==> config.mk <==
export PLATFORM = sky130hd
export DESIGN_NAME = sha256_job_scheduler
export DESIGN_NICKNAME = d
export VERILOG_FILES = /design/src/rtl/sha256_sched_pkg.sv /design/src/rtl/sha256_job_scheduler_rr_arbiter.sv /design/src/rtl/sha256_job_scheduler.sv
export SDC_FILE = /design/constraint.sdc
export NUM_CORES = 1
export LEC_CHECK = 0
export CORE_ASPECT_RATIO = 1.75
export CORE_MARGIN = 4
export CORE_UTILIZATION = 42
export CTS_CLUSTER_DIAMETER = 200
export DETAILED_ROUTE_END_ITERATION = 6
export PLACE_DENSITY_LB_ADDON = 0.15
export SLEW_MARGIN = 30
export SYNTH_ARGS = -nofsm -noshare
export SYNTH_HDL_FRONTEND = slang
export SYNTH_SLANG_ARGS = --single-unit
==> constraint.sdc <==
create_clock -name clk -period 5.7 [get_ports clk]
set_input_delay 0.57 -clock clk [delete_from_list [all_inputs] [get_ports clk]]
set_output_delay 0.57 -clock clk [all_outputs]
set_load 0.005 [all_outputs]
==> src/rtl/sha256_sched_pkg.sv <==
// Shared types and defaults for the SHA-256 job scheduler.
package sha256_sched_pkg;

  // Word-address width of the simplified_sha256 core's address ports.
  localparam int unsigned SHA_ADDR_W = 16;

  // Scheduler job lifecycle.
  typedef enum logic [2:0] {
    S_IDLE,
    S_START,
    S_ACK,
    S_RUN,
    S_CMPL
  } sched_state_e;

endpackage

==> src/rtl/sha256_job_scheduler_rr_arbiter.sv <==
// Round-robin arbiter: first asserted request at or after ptr wins.
module rr_arbiter #(
  parameter int unsigned N = 4
) (
  input  logic [N-1:0]         req,
  input  logic [$clog2(N)-1:0] ptr,
  output logic [N-1:0]         gnt,
  output logic [$clog2(N)-1:0] gnt_idx,
  output logic                 any
);

  localparam int unsigned IW = $clog2(N);

  logic [IW-1:0] idx;
  logic          found;

  // Scan requesters in priority order ptr, ptr+1, ... wrapping at N.
  always_comb begin
    gnt     = '0;
    gnt_idx = '0;
    found   = 1'b0;
    idx     = '0;
    for (int unsigned k = 0; k < N; k++) begin
      idx = IW'((32'(ptr) + k) % N);
      if (!found && req[idx]) begin
        found      = 1'b1;
        gnt[idx]   = 1'b1;
        gnt_idx    = idx;
      end
    end
  end

  assign any = |req;

endmodule

==> src/rtl/sha256_job_scheduler.sv <==
// Shares one simplified_sha256 core among NUM_REQ requesters: round-robin
// job accept, start pulse, busy/done tracking with timeouts, completion pulse.
module sha256_job_scheduler
  import sha256_sched_pkg::*;
#(
  parameter int unsigned NUM_REQ     = 4,
  parameter int unsigned ADDR_W      = SHA_ADDR_W,
  parameter int unsigned ACK_TIMEOUT = 8,
  parameter int unsigned RUN_TIMEOUT = 4096
) (
  input  logic                        clk,
  input  logic                        reset_n,
  input  logic [NUM_REQ-1:0]          req_valid,
  input  logic [NUM_REQ*ADDR_W-1:0]   req_msg_addr,
  input  logic [NUM_REQ*ADDR_W-1:0]   req_out_addr,
  output logic [NUM_REQ-1:0]          req_ready,
  output logic [NUM_REQ-1:0]          cmp_valid,
  output logic                        cmp_error,
  output logic                        core_start,
  output logic [ADDR_W-1:0]           core_msg_addr,
  output logic [ADDR_W-1:0]           core_out_addr,
  input  logic                        core_done,
  output logic                        busy,
  output logic [$clog2(NUM_REQ)-1:0]  grant_id
);

  localparam int unsigned IW = $clog2(NUM_REQ);
  localparam int unsigned CW = $clog2(RUN_TIMEOUT + 1);
  localparam logic [CW-1:0] ACK_LIM = CW'(ACK_TIMEOUT - 1);
  localparam logic [CW-1:0] RUN_LIM = CW'(RUN_TIMEOUT - 1);

  sched_state_e        state_q, state_d;
  logic [IW-1:0]       ptr_q, ptr_d;
  logic [IW-1:0]       grant_q, grant_d;
  logic [ADDR_W-1:0]   msg_q, msg_d;
  logic [ADDR_W-1:0]   out_q, out_d;
  logic [CW-1:0]       cnt_q, cnt_d;
  logic                err_q, err_d;
  logic                start_q, start_d;
  logic [NUM_REQ-1:0]  cmpv_q, cmpv_d;
  logic                cmpe_q, cmpe_d;

  logic [NUM_REQ-1:0]  arb_gnt;
  logic [IW-1:0]       arb_idx;
  logic                arb_any;
  logic                grant_ok;

  rr_arbiter #(
    .N (NUM_REQ)
  ) u_arb (
    .req     (req_valid),
    .ptr     (ptr_q),
    .gnt     (arb_gnt),
    .gnt_idx (arb_idx),
    .any     (arb_any)
  );

  // reset_n gates the accept so req_ready reads zero while reset is held.
  assign grant_ok = reset_n && (state_q == S_IDLE) && arb_any && core_done;

  // State register.
  always_ff @(posedge clk or negedge reset_n) begin
    if (!reset_n) state_q <= S_IDLE;
    else          state_q <= state_d;
  end

  // Next-state logic and error classification.
  always_comb begin
    state_d = state_q;
    err_d   = err_q;
    unique case (state_q)
      S_IDLE: begin
        if (grant_ok) begin
          state_d = S_START;
          err_d   = 1'b0;
        end
      end
      S_START: state_d = S_ACK;
      S_ACK: begin
        if (!core_done) begin
          state_d = S_RUN;
        end else if (cnt_q >= ACK_LIM) begin
          state_d = S_CMPL;
          err_d   = 1'b1;
        end
      end
      S_RUN: begin
        if (core_done) begin
          state_d = S_CMPL;
          err_d   = 1'b0;
        end else if (cnt_q >= RUN_LIM) begin
          state_d = S_CMPL;
          err_d   = 1'b1;
        end
      end
      S_CMPL:  state_d = S_IDLE;
      default: state_d = S_IDLE;
    endcase
  end

  // Output decode: accept strobe now, registered pulses for the next cycle.
  always_comb begin
    req_ready = grant_ok ? arb_gnt : '0;
    start_d   = grant_ok;
    cmpv_d    = '0;
    cmpe_d    = 1'b0;
    if (state_d == S_CMPL) begin
      cmpv_d[grant_q] = 1'b1;
      cmpe_d          = err_d;
    end
  end

  // Job capture, pointer advance and the per-state saturating counter.
  always_comb begin
    ptr_d   = ptr_q;
    grant_d = grant_q;
    msg_d   = msg_q;
    out_d   = out_q;
    if (grant_ok) begin
      ptr_d   = (arb_idx == IW'(NUM_REQ - 1)) ? '0 : arb_idx + 1'b1;
      grant_d = arb_idx;
      msg_d   = req_msg_addr[arb_idx*ADDR_W +: ADDR_W];
      out_d   = req_out_addr[arb_idx*ADDR_W +: ADDR_W];
    end
    if (state_d != state_q)  cnt_d = '0;
    else if (cnt_q != '1)    cnt_d = cnt_q + 1'b1;
    else                     cnt_d = cnt_q;
  end

  // Datapath and registered-output flops.
  always_ff @(posedge clk or negedge reset_n) begin
    if (!reset_n) begin
      ptr_q   <= '0;
      grant_q <= '0;
      msg_q   <= '0;
      out_q   <= '0;
      cnt_q   <= '0;
      err_q   <= 1'b0;
      start_q <= 1'b0;
      cmpv_q  <= '0;
      cmpe_q  <= 1'b0;
    end else begin
      ptr_q   <= ptr_d;
      grant_q <= grant_d;
      msg_q   <= msg_d;
      out_q   <= out_d;
      cnt_q   <= cnt_d;
      err_q   <= err_d;
      start_q <= start_d;
      cmpv_q  <= cmpv_d;
      cmpe_q  <= cmpe_d;
    end
  end

  assign core_start    = start_q;
  assign cmp_valid     = cmpv_q;
  assign cmp_error     = cmpe_q;
  assign core_msg_addr = msg_q;
  assign core_out_addr = out_q;
  assign grant_id      = grant_q;
  assign busy          = (state_q != S_IDLE);

endmodule

==> metrics.md, run 1 <==
| Metric | Value |
|---|---|
| Sequential fraction of the synthesis area | around 28% |
| Worst-skew pair later-pin latency | 0.34 ns |
| Register bit total from synthesis | 58 |
| Crit path kind | reg -> out |
| Worst Skew | 0.009173 ns |
| RR Startpoint | ptr_q[1]$_DFFE_PN0P_ |
| Yosys Warn Count | 0 |
| Leakage | between 2 and 3 nW |
| Vias | about 6.2k |
| Post-Route WL | 20.33 mm |
| Run status | completed |
| Final slew viol count | 0 |
| Antenna-violating nets left | 0 |
| Post-DR vias/cell | between 6 and 7 |
| Count leader, synth | nand2_1 |
| Combinational Power Share | 67.7% |
| Remaining Overflow, GRT | 0 |
| # fillers | about 1.1k |
| Chip Width | about 92 microns |
| Area leader, netlist | dfrtp_1 |
| Global-route wire length before repair | about 32 mm |
| Die Ht | about 150 microns |
| Ratio of cells with drive above 1 in the final layout | about a tenth |
| Post-Syn Instances | 711 |
| CP endpoint kind | primary output |
| Post-Synthesis Cell Area | between 5000 and 6000 sq um |
| Max Freq | approximately 230 MHz |
| Critical Path RT | 5.13 ns |
| Die ar. | ~14000 sq um |
| WL per Instance | between 15 and 20 microns |
| Post-CTS resize count | 0 |
| Crit path launch | ptr_q[1]$_DFFE_PN0P_ |
| CTS clk-pin slew, worst paths | 0.06 ns |
| CTS tree | done |
| Initial DRC count | 346 |
| Vias in the first global route | just over 6k |
| Setup TNS | 0 ns |
| Max clock buf depth | 2 |
| Final Hold Fails | 0 |
| Syn_area_per_cell | 7.289 sq um |
| Clk sinks | between 50 and 60 |
| Unrepaired setup endpoints after global routing | false |
| Initial antenna violation count | 2 |
| Rel. slew slack | a little over a third |
| CTS root buffer | clkbuf_16 |
| GPL Wtd Cong | about 0.85 |
| Max cap viols | 0 |
| WP data arrival | between 3 and 4 ns |
| Layout Nets | approximately 990 |
| Area contributors post-synth | dfrtp_1 (28%), nand2_1 (8.3%), nor2_1 (6.1%) |
| Cts hold-fix bufs | 0 |
| DP HPWL | roughly 14 mm |
| Seq pwr share | 16.6% |
| Dpl cell area | 6982 sq um |
| Hold WC Path Type | in -> async |
| Starting Density | between 40% and 50% |
| Worst-path fanout max | 29 |
| GRT Util Overall | 27.83% |
| Crit path time final | approximately 4.3 ns |
| Post-synth ARST share | between 90% and 100% |
| PD cells | between 500 and 600 nW/um^2 |
| VDD IR-drop max | ~0.29 mV |
| Count of buffers from port buffering | between 150 and 200 |
| Final instance area | 7337 sq um |
| Final worst slack | about 1.4 ns |
| Clk pwr share | approximately 16% |
| Least-Margin Pin Slew | 0.9670 ns |
| EDFF count, synth | 0 |
| Internal power | roughly 2.1 mW |
| CTS buffer count | 9 |
| Post-synth top cells | nand2_1 (114), nor2_1 (84), o21ai_0 (60) |
| Netlist cell types | between 50 and 60 |
| Area added between synthesis and finish | 41.57% |
| DR DRC count | 0 |
| Largest net degree at the start of global routing | 93 |
| Core area | ~12000 sq um |
| Post-CTS Setup Repair Bufs | 0 |
| H-Tree Level Count | 3 |
| TritonRoute pass-1 iters | 7 |
| Net switching power | 2.017 mW |
| # rows | 53 |
| Place WS | about 1.7 ns |
| Hold_ws | slightly above 0.4 ns |
| I/O pin count | 180 |
| Syn_nets | about 860 |
| Final worst-path cycle share | between 70% and 80% |
| Type of origin of the critical path | register |
| Top_reg_cell synth | dfrtp_1 |
| Share of the synthesized area in the top cell type | approximately 28% |
| Final setup violation count | 0 |
| Switching power share of the total | between 40% and 50% |
## worst paths after layout
check,endpoint,slack [ns],depth (start not counted)
worst max-delay path,req_ready[0],1.38,10
worst min-delay path,state_q[1]$_DFF_PN0_,0.40,2
worst max register to register,core_out_addr[8]$_DFFE_PN0P_,1.62,11
worst min register to register,core_msg_addr[9]$_DFFE_PN0P_,0.49,2
max in group asynchronous,async pin,4.73,2
min in group clk,core_msg_addr[9]$_DFFE_PN0P_,0.49,2
## per-stage QoR
stage               std cells  power [mW]  utilization [%]
floorplan                 711       2.541                -
global placement         1001       3.323            57.59
global route             1020       4.423            60.79
CTS                      1018       4.102            60.75
finish                   1020       4.117            60.79
detailed placement       1002       3.438            57.85
## state kept, by name, summed over array words and instances (netlist names), named ones only
register	flops
core_msg_addr	16
core_out_addr	16
cnt_q	13
cmp_valid	4
state_q	3
grant_id	2
cmp_error	1
core_start	1
ptr_q	1
## metal layers
layer  vias to the layer above  wire length, microns  track usage [%]
met5                         -                     0                0
met4                         0                  1122            15.31
met3                        65                  1325            5.467
met2                       285                 10470            49.90
met1                      2956                  7414            30.37
li1                       2867                     -                -
## cell families after synthesis
group,after synthesis,share of synthesized area [%]
compound gates,251,31.43
xor+xnor,11,1.859
fa+ha+maj,9,2.173
buf+inv,73,6.905
flops,58,28.01
mux,11,2.849
simple gates,298,26.77
## critical path, stage by stage, from the launching register on
cell and delay, ns:
dfrtp_1 0.62, inv_1 0.23, ha_1 0.61, mux4_2 0.50, nor2b_4 0.15, buf_4 0.31, a22oi_1 0.11, nor2_1 0.14
a221oi_1 0.08, nor2_1 0.13, clkdlybuf4s50_1 0.52
## placed cells by master (no fill, tap or decap), types with 3 or more instances in the layout
| cell type | Yosys | routed |
|---|---|---|
| inv_1 | 7 | 7 |
| mux2i_1 | 5 | 5 |
| o21ai_1 | 46 | 45 |
| nand2b_1 | 3 | 3 |
| o22ai_2 | 19 | 19 |
| xor2_1 | 5 | 5 |
| nor3_1 | 49 | 49 |
| a221oi_1 | 4 | 4 |
| ha_1 | 9 | 9 |
| a22oi_1 | 4 | 4 |
| dfrtp_1 | 58 | 57 |
| o22ai_1 | 46 | 46 |
| clkbuf_16 | 0 | 9 |
| nand3_1 | 5 | 5 |
| o21ai_0 | 60 | 60 |
| o221ai_1 | 11 | 11 |
| clkinv_4 | 0 | 3 |
| clkdlybuf4s50_1 | 0 | 178 |
| nand2_1 | 114 | 113 |
| buf_4 | 6 | 11 |
| nor2_1 | 84 | 84 |
| nor3_2 | 19 | 19 |
| bufinv_16 | 0 | 3 |
| and2_1 | 3 | 3 |
| a21oi_1 | 11 | 10 |
| and3_1 | 7 | 7 |
| xnor2_1 | 6 | 6 |
| a31oi_1 | 35 | 35 |
## layout make-up
type	count	area, sq um	area share (%)
well taps	165	206.4	2.814
clock inverters	7	125.1	1.705
repair buffers	191	1897	25.85
clock buffers	9	225.2	3.070
flip-flops and latches	58	1453	19.80
multi-input cells	580	3396	46.28
inverters	8	30.03	0.4093
diodes	2	5.005	0.06821
## power by group through the flow
| stage | combinational, mW | sequential, mW | clock [mW] |
|---|---|---|---|
| 3_5_place_dp | 2.76 | 0.681 | 0 |
| 3_3_place_gp | 2.65 | 0.678 | 0 |
| 6_report | 2.79 | 0.683 | 0.647 |
| 4_1_cts | 2.77 | 0.679 | 0.653 |
| 5_1_grt | 3.05 | 0.701 | 0.673 |
| 2_1_floorplan | 1.89 | 0.655 | 0 |
(Power assumes the default switching activity.)
==> inputs of run 2 (changes only) <==
==> constraint.sdc (replaced) <==
create_clock -name clk -period 4.1 [get_ports clk]
set_input_delay 0.41 -clock clk [delete_from_list [all_inputs] [get_ports clk]]
set_output_delay 0.41 -clock clk [all_outputs]
set_load 0.005 [all_outputs]
==> run 2 against run 1 <==
Against the previous run:
- the flow now finishes with violations (design-rule violations)
- design area is essentially flat
- combinational power grew 42%
- cell count grew 0.69%
- critical path depth shrank 2
- clock skew shrank 0.0035 ns
- critical endpoint unchanged
- largest cell class unchanged
- via count shrank 0.58%
==> metrics.md, run 2 (synthesis results as in run 1) <==
| Metric | Value |
|---|---|
| Post-Route WL | 19.90 mm (was 20.33 mm) |
| I/O pin count | 180 (unchanged) |
| Final Hold Fails | 0 (unchanged) |
| CTS root buffer | clkbuf_16 (unchanged) |
| Post-CTS Setup Repair Bufs | 0 (unchanged) |
| Run status | complete, but fails checks (was completed) |
| Diodes inserted | 0 (was 2) |
| Largest net degree at the start of global routing | 59 (was 93) |
| Antenna-violating nets left | 0 (unchanged) |
| Clk sinks | 58 (unchanged) |
| Cts hold-fix bufs | 0 (unchanged) |
| CP most frequent cell | clkdlybuf4s50_1 (was nor2_1) |
| Core area | 12070 sq um (unchanged) |
| Count of buffers from port buffering | 179 (unchanged) |
| Most common cell after layout, fill and taps aside | clkdlybuf4s50_1 (unchanged) |
| Commonest non-fill, non-tap cells in the layout | clkdlybuf4s50_1 (178), nand2_1 (114), nor2_1 (84) (was clkdlybuf4s50_1 (178), nand2_1 (113), nor2_1 (84)) |
| WL per Instance | 19.37 microns (was 19.94 microns) |
| GRT Util Overall | 27.23% (was 27.83%) |
| Layout Nets | 1002 (was 992) |
| Leakage | 2.878 nW (was 2.868 nW) |
| Remaining Overflow, GRT | 0 (unchanged) |
| Crit path time final | approximately 3.5 ns |
| Slowest CP cell | clkdlybuf4s50_1 (was dfrtp_1) |
| Chip Width | 91.97 microns (unchanged) |
| CP peak stage delay | 0.61 ns (was 0.62 ns) |
| Die ar. | 14250 sq um (unchanged) |
| Worst Skew | 0.005715 ns (was 0.009173 ns) |
| Final worst-path cycle share | around 84% |
| GPL Wtd Cong | 0.8915 (was 0.8486) |
| Starting Density | 42.94% (unchanged) |
| R2R Path End | core_msg_addr[4]$_DFFE_PN0P_ (was core_out_addr[8]$_DFFE_PN0P_) |
| Worst R2R Path Depth | 10 (was 11) |
| Max Freq | 288.8 MHz |
| Initial antenna violation count | 0 (was 2) |
| CTS buffer count | 9 (unchanged) |
| Area added between synthesis and finish | 41.48% (was 41.57%) |
| Hold WC Path Type | in -> async (unchanged) |
| Vias in the first global route | 6074 (was 6124) |
| Final instance area | 7332 sq um (was 7337 sq um) |
| WP data arrival | 3.05 ns (was 3.75 ns) |
| Crit path buf inv count | 2 (was 3) |
| Vias | 6137 (was 6173) |
| Crit path launch | req_valid[1] (was ptr_q[1]$_DFFE_PN0P_) |
| CP top delay family | buffers and inverters (unchanged) |
| Unrepaired setup endpoints after global routing | false (unchanged) |
| Final slew viol count | 0 (unchanged) |
| Crit path kind | in -> out (was reg -> out) |
| DR DRC count | 1 (was 0) |
| # rows | 53 (unchanged) |
| CTS clk-pin slew, worst paths | 0.05 ns (was 0.06 ns) |
| Worst-skew pair later-pin latency | 0.33 ns (was 0.34 ns) |
| Levels on crit path | 8 (was 10) |
| Post-DR vias/cell | 5.976 (was 6.052) |
| CP endpoint kind | primary output (unchanged) |
| Max cap viols | 0 (unchanged) |
| CTS tree | done (unchanged) |
| TritonRoute pass-1 iters | 7 (unchanged) |
| Final cell utilization of the core | 60.75% (was 60.79%) |
| Max clock buf depth | 2 (unchanged) |
| Failing checks | design-rule violations |
| Worst-path cell chain | clkdlybuf4s50_1 > mux2_4 > mux2_2 > nor2_2 > and2_1 > a221oi_1 > nor2_1 > clkdlybuf4s50_1 (was inv_1 > ha_1 > mux4_2 > nor2b_4 > buf_4 > a22oi_1 > nor2_1 > a221oi_1 > nor2_1 > clkdlybuf4s50_1) |
| Reg-to-reg setup timing slack | 0.70 ns (was 1.62 ns) |
| VDD IR-drop max | 0.4817 mV (was 0.2854 mV) |
| Rel. slew slack | 42.22% (was 35.46%) |
| Die Ht | 155.0 microns (unchanged) |
| Global-route wire length before repair | 31.08 mm (was 31.71 mm) |
| Final setup violation count | 0 (unchanged) |
| Type of origin of the critical path | primary input (was register) |
| Initial DRC count | 342 (was 346) |
| Setup TNS | 0 ns (unchanged) |
| Critical Path RT | 3.69 ns (was 5.13 ns) |
| Dpl cell area | 7046 sq um (was 6982 sq um) |
| PD cells | 769.2 nW/um^2 (was 561.1 nW/um^2) |
| H-Tree Level Count | 3 (unchanged) |
| Post-CTS resize count | 0 (unchanged) |
| Ratio of cells with drive above 1 in the final layout | 10.67% (was 10.08%) |
| Hold_ws | 0.2608 ns (was 0.4045 ns) |
| # fillers | 1111 (was 1113) |
| Least-Margin Pin Slew | 0.8666 ns (was 0.9670 ns) |
| Worst-path fanout max | 16 (was 29) |
| DP HPWL | 14.69 mm (was 14.42 mm) |
[run 2: cell count changes in the layout (fill, tap and decap cells not counted), sizes merged]
cell    delta
clkinv     -1
bufinv     -2
inv        -1
diode      -2
buf       +10
clkbuf     +3
[run 2: how the worst max path moves through the flow]
stage                     slack, ns                            end
after detailed placement       0.43   core_msg_addr[4]$_DFFE_PN0P_
final                          0.64                   req_ready[0]
after CTS                      0.64                   req_ready[0]
after global routing           0.46                   req_ready[0]
after global placement         0.55  core_out_addr[11]$_DFFE_PN0P_
after floorplan                1.08                   req_ready[0]
[run 2: metal layers]
metal	vias to the layer above	track usage, %	routed length, microns
met5	-	0	0
met1	2910	28.78	7281
li1	2898	-	-
met4	0	12.26	609
met3	42	4.741	1248
met2	287	51.64	10760
[run 2: cell type report]
class / instances / area (sq um) / area share [%]
inverter: 8 / 30.03 / 0.4096
multi-input combinational: 580 / 3392 / 46.26
clock buffer: 12 / 246.5 / 3.362
tap: 165 / 206.4 / 2.816
clock inverter: 3 / 40.04 / 0.5461
timing repair buffer: 201 / 1964 / 26.79
sequential: 58 / 1453 / 19.81
[run 2: power by group]
group | leakage, nW | switching [mW] | internal [mW]
Clock | 0.142 | 0.254 | 0.481
Sequential | 0.747 | 0.155 | 0.775
Combinational | 1.99 | 2.39 | 1.59
Total | 2.88 | 2.80 | 2.84
[run 2: metrics by stage]
stage	total power, mW	cells	worst slack (ns)
2_1_floorplan	3.533	711	1.085
3_3_place_gp	4.777	1012	0.5476
3_5_place_dp	4.868	1012	0.4276
4_1_cts	5.625	1027	0.6368
5_1_grt	6.054	1027	0.4610
6_report	5.640	1027	0.6376
